--- config.mk ---
export PLATFORM = sky130hd
export DESIGN_NAME = unified_mem_arbiter
export DESIGN_NICKNAME = d
export VERILOG_FILES = /design/src/rtl/unified_mem_arbiter.sv
export SDC_FILE = /design/constraint.sdc
export NUM_CORES = 1
export LEC_CHECK = 0
export CORE_MARGIN = 5
export CORE_UTILIZATION = 44
export DETAILED_ROUTE_END_ITERATION = 10
export GPL_TIMING_DRIVEN = 0
export MAX_ROUTING_LAYER = met4
export PLACE_DENSITY = 0.84
export SLEW_MARGIN = 5
export SYNTH_ARGS = -nofsm -noshare
export SYNTH_HDL_FRONTEND = slang
export SYNTH_SLANG_ARGS = --single-unit
--- constraint.sdc ---
create_clock -name clk -period 2.8 [get_ports clk]
set_clock_uncertainty 0.2 [all_clocks]
set_input_delay 0.56 -clock clk [delete_from_list [all_inputs] [get_ports clk]]
set_output_delay 0.56 -clock clk [all_outputs]
set_load 0.02 [all_outputs]
--- src/rtl/unified_mem_arbiter.sv ---
// ---------------------------------------------------------------------------
// unified_mem_arbiter
//
// Shares one single-port, variable-latency memory between the core's
// instruction-fetch port (F stage) and its load/store port (M stage).
// One access is in flight at a time. Requests are held by the core until the
// matching Done pulse. The memory side is a req/ready handshake. All mem_*
// outputs are registered at grant time, so they stay stable until mem_ready.
//
// Parameters:
//   STARVE_LIMIT  consecutive data grants allowed while a fetch waits before
//                 the fetch is forced ahead of data (1..255)
//
// Ports:
//   clk, reset          clock (rising edge); asynchronous active-low reset
//   FetchReqF, PCF      fetch request / address (word-aligned on the bus)
//   InstrF, FetchDoneF  registered instruction, 1-cycle completion pulse
//   DataReqM, MemWriteM, ALUResultM, WriteDataM, BEDmem
//                       load/store request, direction, address, data, byte flag
//   ReadDataM, DataDoneM registered load data, 1-cycle completion pulse
//   StallF, StallM      pipeline stalls: request pending and not done
//   mem_req, mem_we, mem_addr, mem_wdata, mem_byte  memory request side
//   mem_rdata, mem_ready                            memory response side
//
// Optional feature (macro UNIFIED_MEM_ARB_PERF_EN):
//   perf_fetch_stall, perf_data_stall  saturating counts of StallF / StallM
//   cycles, cleared by reset. Without the macro these ports do not exist.
// ---------------------------------------------------------------------------
module unified_mem_arbiter #(
  parameter int unsigned STARVE_LIMIT = 4
) (
  input  logic        clk,
  input  logic        reset,
  input  logic        FetchReqF,
  input  logic [31:0] PCF,
  output logic [31:0] InstrF,
  output logic        FetchDoneF,
  input  logic        DataReqM,
  input  logic        MemWriteM,
  input  logic [31:0] ALUResultM,
  input  logic [31:0] WriteDataM,
  input  logic        BEDmem,
  output logic [31:0] ReadDataM,
  output logic        DataDoneM,
  output logic        StallF,
  output logic        StallM,
  output logic        mem_req,
  output logic        mem_we,
  output logic [31:0] mem_addr,
  output logic [31:0] mem_wdata,
  output logic        mem_byte,
  input  logic [31:0] mem_rdata,
  input  logic        mem_ready
`ifdef UNIFIED_MEM_ARB_PERF_EN
  ,
  output logic [31:0] perf_fetch_stall,
  output logic [31:0] perf_data_stall
`endif
);

  typedef enum logic [1:0] {
    ST_IDLE  = 2'd0,
    ST_FETCH = 2'd1,
    ST_DATA  = 2'd2
  } state_t;

  localparam logic [7:0] LIMIT_C = STARVE_LIMIT[7:0];

  state_t      r_state;
  logic [7:0]  r_starve_cnt;
  logic [31:0] r_instr;
  logic [31:0] r_rdata;
  logic        r_fetch_done;
  logic        r_data_done;
  logic        r_mem_req;
  logic        r_mem_we;
  logic [31:0] r_mem_addr;
  logic [31:0] r_mem_wdata;
  logic        r_mem_byte;

  logic w_fetch_pend;
  logic w_data_pend;
  logic w_data_win;

  // A request whose Done is pulsing this cycle has just been served; the
  // requester may still be holding it high, so it must not be granted again.
  assign w_fetch_pend = FetchReqF & ~r_fetch_done;
  assign w_data_pend  = DataReqM  & ~r_data_done;
  // Data has priority unless the waiting fetch has been passed over
  // STARVE_LIMIT times in a row.
  assign w_data_win   = w_data_pend & (~w_fetch_pend | (r_starve_cnt < LIMIT_C));

  always_ff @(posedge clk or negedge reset) begin
    if (!reset) begin
      r_state      <= ST_IDLE;
      r_starve_cnt <= 8'd0;
      r_instr      <= 32'd0;
      r_rdata      <= 32'd0;
      r_fetch_done <= 1'b0;
      r_data_done  <= 1'b0;
      r_mem_req    <= 1'b0;
      r_mem_we     <= 1'b0;
      r_mem_addr   <= 32'd0;
      r_mem_wdata  <= 32'd0;
      r_mem_byte   <= 1'b0;
    end else begin
      r_fetch_done <= 1'b0;
      r_data_done  <= 1'b0;
      unique case (r_state)
        ST_IDLE: begin
          if (!FetchReqF) begin
            r_starve_cnt <= 8'd0;
          end
          if (w_data_win) begin
            r_state     <= ST_DATA;
            r_mem_req   <= 1'b1;
            r_mem_we    <= MemWriteM;
            r_mem_byte  <= BEDmem;
            r_mem_addr  <= ALUResultM;
            r_mem_wdata <= WriteDataM;
            if (w_fetch_pend && (r_starve_cnt != 8'hFF)) begin
              r_starve_cnt <= r_starve_cnt + 8'd1;
            end
          end else if (w_fetch_pend) begin
            r_state     <= ST_FETCH;
            r_mem_req   <= 1'b1;
            r_mem_we    <= 1'b0;
            r_mem_byte  <= 1'b0;
            r_mem_addr  <= PCF & 32'hFFFF_FFFC;
            r_mem_wdata <= 32'd0;
          end
        end
        ST_FETCH: begin
          // Completes even if the fetch was flushed meanwhile; the core
          // simply ignores the Done pulse in that case.
          if (mem_ready) begin
            r_instr      <= mem_rdata;
            r_fetch_done <= 1'b1;
            r_starve_cnt <= 8'd0;
            r_state      <= ST_IDLE;
            r_mem_req    <= 1'b0;
            r_mem_we     <= 1'b0;
            r_mem_byte   <= 1'b0;
            r_mem_addr   <= 32'd0;
            r_mem_wdata  <= 32'd0;
          end
        end
        ST_DATA: begin
          if (mem_ready) begin
            // Stores leave the last load value in place.
            if (!r_mem_we) begin
              r_rdata <= mem_rdata;
            end
            r_data_done <= 1'b1;
            r_state     <= ST_IDLE;
            r_mem_req   <= 1'b0;
            r_mem_we    <= 1'b0;
            r_mem_byte  <= 1'b0;
            r_mem_addr  <= 32'd0;
            r_mem_wdata <= 32'd0;
          end
        end
        default: begin
          r_state <= ST_IDLE;
        end
      endcase
    end
  end

  assign InstrF     = r_instr;
  assign FetchDoneF = r_fetch_done;
  assign ReadDataM  = r_rdata;
  assign DataDoneM  = r_data_done;
  assign StallF     = FetchReqF & ~r_fetch_done;
  assign StallM     = DataReqM & ~r_data_done;
  assign mem_req    = r_mem_req;
  assign mem_we     = r_mem_we;
  assign mem_addr   = r_mem_addr;
  assign mem_wdata  = r_mem_wdata;
  assign mem_byte   = r_mem_byte;

`ifdef UNIFIED_MEM_ARB_PERF_EN
  logic [31:0] r_perf_fetch;
  logic [31:0] r_perf_data;

  always_ff @(posedge clk or negedge reset) begin
    if (!reset) begin
      r_perf_fetch <= 32'd0;
      r_perf_data  <= 32'd0;
    end else begin
      if (StallF && (r_perf_fetch != 32'hFFFF_FFFF)) begin
        r_perf_fetch <= r_perf_fetch + 32'd1;
      end
      if (StallM && (r_perf_data != 32'hFFFF_FFFF)) begin
        r_perf_data <= r_perf_data + 32'd1;
      end
    end
  end

  assign perf_fetch_stall = r_perf_fetch;
  assign perf_data_stall  = r_perf_data;
`endif

endmodule
==> results of run 1 <==
## critical path, delay by kind of cell
| family | cells | cell delay (ns) |
|---|---|---|
| buffers and inverters | 3 | 1.28 |
| AND/OR/NAND/NOR | 1 | 0.10 |
## sequential cells by signal, summed over array words and instances (netlist names)
| name | flops |
|---|---|
| mem_byte | 1 |
| r_starve_cnt | 8 |
| FetchDoneF | 1 |
| r_state | 2 |
| DataDoneM | 1 |
| mem_addr | 32 |
| mem_wdata | 32 |
| mem_req | 1 |
| InstrF | 32 |
| mem_we | 1 |
| ReadDataM | 32 |
## worst max-delay path by stage
| stage | slack [ns] | startpoint | end | cells after the start |
|---|---|---|---|---|
| 2_1_floorplan | 0.78 | DataReqM | mem_addr[0]$_DFFE_PN0P_ | 6 |
| 3_3_place_gp | -4.39 | reset | mem_addr[20]$_DFFE_PN0P_ | 1 |
| 3_5_place_dp | 0.02 | DataReqM | StallM | 3 |
| 4_1_cts | 0.01 | DataReqM | StallM | 3 |
| 5_1_grt | 0.01 | FetchReqF | StallF | 4 |
| 6_report | 0.10 | FetchReqF | StallF | 4 |
## power breakdown
part	total, mW	switching [mW]	internal, mW	leakage [nW]
clock	2.20	0.862	1.34	0.280
combinational	5.23	2.61	2.62	1.93
sequential	3.38	0.465	2.91	1.81
## timing repair
action,CTS,global route
setup endpoints to repair,0,1
hold endpoints to repair,21,0
resized for setup,0,1
hold buffers,1,0
## placed cells by master, fill, tap and decap left out, drive strengths merged, types with 6 or more instances in the layout
| cell | synthesis | layout |
|---|---|---|
| a22o | 37 | 37 |
| buf | 16 | 18 |
| clkbuf | 7 | 26 |
| clkdlybuf4s50 | 0 | 265 |
| clkinv | 0 | 6 |
| dfrtp | 143 | 143 |
| inv | 9 | 11 |
| mux2 | 65 | 65 |
| mux2i | 30 | 30 |
| o2bb2ai | 31 | 31 |
## stage by stage
step / setup TNS [ns] / setup slack [ns] / hold WS [ns] / total power [mW] / instances
after global placement: -626.82 / -4.394 / 0.2718 / 8.479 / 813
final: 0 / 0.1024 / 0.2842 / 10.81 / 847
after CTS: 0 / 0.01194 / 0.2896 / 10.94 / 847
after global routing: 0 / 0.01164 / 0.3012 / 11.40 / 847
after floorplan: 0 / 0.7754 / 0.06441 / 6.180 / 374
after detailed placement: 0 / 0.01765 / 0.2730 / 8.680 / 814
## layer usage
metal,GRT usage,up-vias,share of wire
li1,-,1958,-
met1,0.2467,2083,0.37
met2,0.3812,198,0.49
met3,0.09537,28,0.12
met4,0.07803,0,0.020
met5,-,-,0
## cells by family (layout without fill, tap and decap cells)
kind of cell             Yosys count  after routing
flip-flops                       143            143
multiplexers                      95             95
AND/OR/NAND/NOR                   22             22
AO/OA/AOI/OAI                     78             78
adder cells (fa/ha/maj)            4              4
buffers and inverters             32            333
## layout make-up
type | count | area (µm²) | share of cell area
plain buffers | 23 | 156.4 | 0.01697
clock buffers | 19 | 442.9 | 0.04805
clock inverters | 13 | 137.6 | 0.01493
inverters | 9 | 33.78 | 0.003664
multi-input cells | 199 | 1941 | 0.2105
flip-flops and latches | 143 | 3578 | 0.3882
well taps | 172 | 215.2 | 0.02334
repair buffers | 269 | 2714 | 0.2944
==> summary.txt, run 1 <==
Worst setup path
  – Cell Chain, Critical Path: clkdlybuf4s50_1, nand2b_2, inv_1, clkdlybuf4s50_1
  – Crit path arrival time: 1.94 ns
  – RR Endpoint: mem_addr[3]$_DFFE_PN0P_
  – Critical Path Most Common Cell: clkdlybuf4s50_1
  – Crit Path Max Fanout: 3
  – CP max stage delay: 0.63 ns
  – Slowest-stage cell, CP: clkdlybuf4s50_1
  – CP Class: in2out
  – Reg2Reg Depth: 8
  – Worst setup EP type: output port
  – FF-to-FF Start: r_state[0]$_DFFE_PN0P_
  – CP required: 2.04 ns
  – R2r setup slk: 0.61 ns
  – Setup crit start kind: input pin

Clocking
  – CTS Buf Count: 17
  – Worst-path clk slew: about 0.06 ns
  – CTS sink count: 143
  – Clk buf depth: 2
  – CTS tree: yes
  – H-tree levels: 4
  – Setup Fix Bufs, Post-CTS: 0
  – Worst skew pair latency: 0.40 ns
  – Root Driver: clkbuf_16

Floorplanning
  – Die ar.: 15350 µm²
  – Die Width: 123.9 µm
  – Placeable Area: 12670 µm²
  – Initial Utilization: 0.4506
  – # IOs: 270
  – # rows: 41
  – Die Height: around 120 µm

Timing
  – Count of final setup violators: 0
  – Fin. Hold Viols: 0
  – Worst slew margin: 0.5601
  – Worst-margin pin slew: 0.6599 ns
  – Slew Limit Fails: 0
  – Max Fclk: roughly 370 MHz
  – RSZ-0062 raised after global routing: no
  – Crit share post-route: 0.9634
  – Crit path time final: roughly 2.7 ns

Final layout
  – Layout filler cell count: 866
  – Final Cell Area: ~9200 µm²
  – Area growth, synth to finish: 61.47%
  – Layout cells sized above 1: 0.1807
  – Final core occ: 0.7276
  – N_diodes: 0
  – Fin nets: about 800

Logic synthesis
  – Post-synthesis sequential area ratio: 0.6268
  – Count leader, synth: dfrtp_1
  – Synthesis Warnings: 0
  – Multiplexer share of the synthesized area: 0.1808
  – Post-Synth Adder-Cell Area: 0.008766
  – Cell count after synthesis: 374
  – Unique masters post-synth: 32
  – Top cells by count, synth: dfrtp_1 (143), mux2_2 (64), a22o_1 (37)
  – Asr flop ratio synth: 1.000
  – Xor/xnor cell area share of the yosys netlist: 0
  – Flops & latches, synth: 143
  – Largest family of logic cells by synthesized area: multiplexers
  – Syn_area_per_cell: 15.27 µm²
  – Syn nets: 513
  – Simple-gate share of the synthesized area: 0.02893
  – Most area-consuming cells after synthesis: dfrtp_1 (63%), mux2_2 (13%), a22o_1 (5.7%)
  – Netlist Area Pre-Place: ~5700 µm²
  – Yosys top cell area share: 0.6268
  – EDFF count, synth: 0
  – Yosys top cell by area: dfrtp_1
  – Ys flop type: dfrtp_1
  – Synth Area in Compound Gates: 0.1214

Place
  – Post-DP Area: 8626 µm²
  – Final Wtd Congestion: 0.7599
  – Port Buffer Count: between 200 and 300
  – Post-DP HPWL: between 10000 and 15000 µm

Hold path
  – Hold Crit Class: reg2reg
  – Hold Path Depth: 1
  – Worst hold path startpoint: mem_addr[2]$_DFFE_PN0P_
  – Hold EP: mem_addr[2]$_DFFE_PN0P_

Drt
  – Overall routed net length: 17120 µm
  – Antenna Nets Post-Route: 0
  – Vias per cell: 5.038
  – Iter 0 DRT Violations: ~140
  – Vias: roughly 4.3k
  – DRC Markers: 0
  – Detailed Routing Iterations Pass 1: 4
  – WL per Instance: 20.21 µm

Global route
  – Gr usage total: 0.2284
  – Largest net degree at the start of global routing: 73
  – Grt total ovfl: 0
  – Vias in the first global route: about 5k
  – Global-route wire length before repair: 25660 µm
  – Initial antenna violation count: 0

Outcome
  – Outcome: complete, no violations

Pwr
  – P per Cell Area: 1172 nW/µm²
  – Peak VDD IR: 0.8052 mV
  – P_leak: 4.011 nW

Job
  – Max-Cap Viols: 0
Power figures use the tool's default switching activity.
==> run 2, diff against run 1 <==
--- a/config.mk
+++ b/config.mk
@@ -6,11 +6,10 @@
 export NUM_CORES = 1
 export LEC_CHECK = 0
 export CORE_MARGIN = 5
-export CORE_UTILIZATION = 44
+export CORE_UTILIZATION = 41
 export DETAILED_ROUTE_END_ITERATION = 10
-export GPL_TIMING_DRIVEN = 0
 export MAX_ROUTING_LAYER = met4
-export PLACE_DENSITY = 0.84
+export PLACE_DENSITY = 0.79
 export SLEW_MARGIN = 5
 export SYNTH_ARGS = -nofsm -noshare
 export SYNTH_HDL_FRONTEND = slang
==> constraint.sdc (replaced) <==
create_clock -name clk -period 2.6 [get_ports clk]
set_clock_uncertainty 0.2 [all_clocks]
set_input_delay 0.52 -clock clk [delete_from_list [all_inputs] [get_ports clk]]
set_output_delay 0.52 -clock clk [all_outputs]
set_load 0.02 [all_outputs]
==> run 2 against run 1 <==
Against the previous run: wire length down 5.5%; sequential share of layout area down 0.089 points; critical path depth unchanged; clock-buffer cell count up 4; non-clock buffer count down 9; flip-flop and latch count unchanged; total power up 6.6%; via count down 1.4%; largest power group unchanged; highest routed layer unchanged; core utilization down 5.7 points.
==> summary.txt, run 2 (synthesis results as in run 1) <==
Worst setup path
  – CP required: 1.88 ns (-0.16 ns)
  – Cell Chain, Critical Path: clkdlybuf4s50_1, nand2b_2, inv_1, clkdlybuf4s50_1
  – Reg2Reg Depth: 7 (-1)
  – CP max stage delay: 0.61 ns (-0.02 ns)
  – Setup crit start kind: input pin
  – Crit path buffers/inverters: 3 (unchanged)
  – Critical Path Most Common Cell: clkdlybuf4s50_1
  – Slowest-stage cell, CP: clkdlybuf4s50_1
  – Crit Path Max Fanout: 3 (unchanged)
  – Largest delay share family, worst path: buffers and inverters
  – Critical path depth: 4 (unchanged)
  – Worst setup EP type: output port
  – Crit path arrival time: 1.81 ns (-0.13 ns)
  – CP Class: in2out

Final layout
  – FF+latch area: 3578 µm² (unchanged)
  – Most common cell after layout, fill and taps aside: clkdlybuf4s50_1
  – Layout cells sized above 1: 0.1787 (-0.002062)
  – Area growth, synth to finish: 61.85%
  – Most frequent cells in the layout: clkdlybuf4s50_1 (266), dfrtp_1 (143), mux2_2 (64)
  – Layout filler cell count: 1038 (+20%)
  – N_diodes: 0 (unchanged)
  – Fin nets: 792 (-1.1%)
  – Final Cell Area: 9240 µm² (+0.23%)
  – Final core occ: 0.6709 (-0.05668)
  – Multi-input gate area: 1948 µm² (+0.39%)

Timing
  – Hold WS: 0.2870 ns (+0.002818 ns)
  – Crit share post-route: 0.9727
  – Worst slew margin: 0.7071 (+0.1470)
  – Slew Limit Fails: 0 (unchanged)
  – Count of final setup violators: 0 (unchanged)
  – Max Fclk: 395.4 MHz
  – Worst-margin pin slew: 0.4393 ns (-0.2205 ns)
  – Fin. Hold Viols: 0 (unchanged)
  – Fin Setup TNS: 0 ns (unchanged)
  – Crit path time final: 2.529 ns
  – Setup ws final: 0.07099 ns (-0.03144 ns)
  – RSZ-0062 raised after global routing: no

Drt
  – Antenna Nets Post-Route: 0 (unchanged)
  – WL per Instance: 19.13 µm (-5.3%)
  – Detailed Routing Iterations Pass 1: 4 (unchanged)
  – DRC Markers: 0 (unchanged)
  – Vias: 4207 (-1.4%)
  – Vias per cell: 4.973 (-1.3%)
  – Iter 0 DRT Violations: 178 (+26%)
  – Overall routed net length: 16180 µm (-5.5%)

Floorplanning
  – Placeable Area: 13770 µm² (+8.7%)
  – Die ar.: 16390 µm² (+6.7%)
  – Initial Utilization: 0.4145 (-0.03606)
  – Die Width: 128.0 µm (+3.3%)
  – Die Height: 128.0 µm (+3.3%)
  – # rows: 43 (+4.9%)
  – # IOs: 270 (unchanged)

Place
  – Setup WS pre-CTS: 0.05946 ns (+0.04182 ns)
  – Post-DP Area: 8660 µm² (+0.39%)
  – Final Wtd Congestion: 0.8120 (+6.9%)
  – Port Buffer Count: 267 (unchanged)
  – Post-DP HPWL: 12110 µm (-9.3%)

Clocking
  – Root Driver: clkbuf_16
  – CTS tree: yes
  – Worst-path clk slew: 0.05 ns (about the same)
  – CTS Buf Count: 17 (unchanged)
  – Worst skew pair latency: 0.41 ns (about the same)
  – H-tree levels: 4 (unchanged)
  – Clk buf depth: 2 (unchanged)
  – CTS sink count: 143 (unchanged)
  – CTS resizes: 0 (unchanged)

Pwr
  – Peak VDD IR: 0.7730 mV (-4.0%)
  – P_leak: 4.010 nW (about the same)
  – P per Cell Area: 1247 nW/µm² (+6.3%)

Global route
  – Vias in the first global route: 4772 (-2.6%)
  – Global-route wire length before repair: 25190 µm (-1.9%)
  – Grt total ovfl: 0 (unchanged)
  – Initial antenna violation count: 0 (unchanged)
  – Gr usage total: 0.2051 (-0.02332)
  – Largest net degree at the start of global routing: 74 (+1.4%)

Job
  – Max-Cap Viols: 0 (unchanged)

Outcome
  – Outcome: complete, no violations

Hold path
  – Hold Crit Class: reg2reg
  – Hold Path Depth: 1 (unchanged)
run 2: per-layer routing:
layer  share of wire  vias to the layer above  GRT usage
met4           0.015                        0    0.06492
met5               0                        -          -
met3            0.12                       19     0.1017
li1                -                     1935          -
met1            0.39                     2053     0.2252
met2            0.48                      200     0.3281
run 2: path summary, 6_finish.rpt:
check	start	endpoint	slack, ns
worst max-delay path	FetchReqF	StallF	0.07
worst min-delay path	mem_addr[2]$_DFFE_PN0P_	mem_addr[2]$_DFFE_PN0P_	0.29
worst max register to register	r_state[0]$_DFFE_PN0P_	mem_wdata[28]$_DFFE_PN0P_	0.44
worst min register to register	mem_addr[2]$_DFFE_PN0P_	mem_addr[2]$_DFFE_PN0P_	0.29
max in group asynchronous	reset	InstrF[9]$_DFFE_PN0P_	1.05
min in group asynchronous	reset	mem_addr[12]$_DFFE_PN0P_	0.41
run 2: area by class of cell:
class,count,area share
well taps,180,0.02437
multi-input cells,199,0.2108
repair buffers,283,0.3121
inverters,9,0.003656
flip-flops and latches,143,0.3873
clock inverters,9,0.008937
clock buffers,23,0.05281
run 2: what timing repair did:
item                      in CTS  in global routing
setup buffers                  0                  0
hold buffers                   1                  0
hold endpoints to repair      42                  0
run 2: power by group:
group          switching [mW]  internal [mW]
combinational            2.78           2.81
sequential              0.485           3.14
clock                   0.891           1.41
total                    4.16           7.36
run 2: stage by stage:
stage / instances / power [mW]
floorplan: 374 / 6.655
global placement: 813 / 9.102
detailed placement: 813 / 9.283
CTS: 846 / 11.67
global route: 846 / 12.16
finish: 846 / 11.52
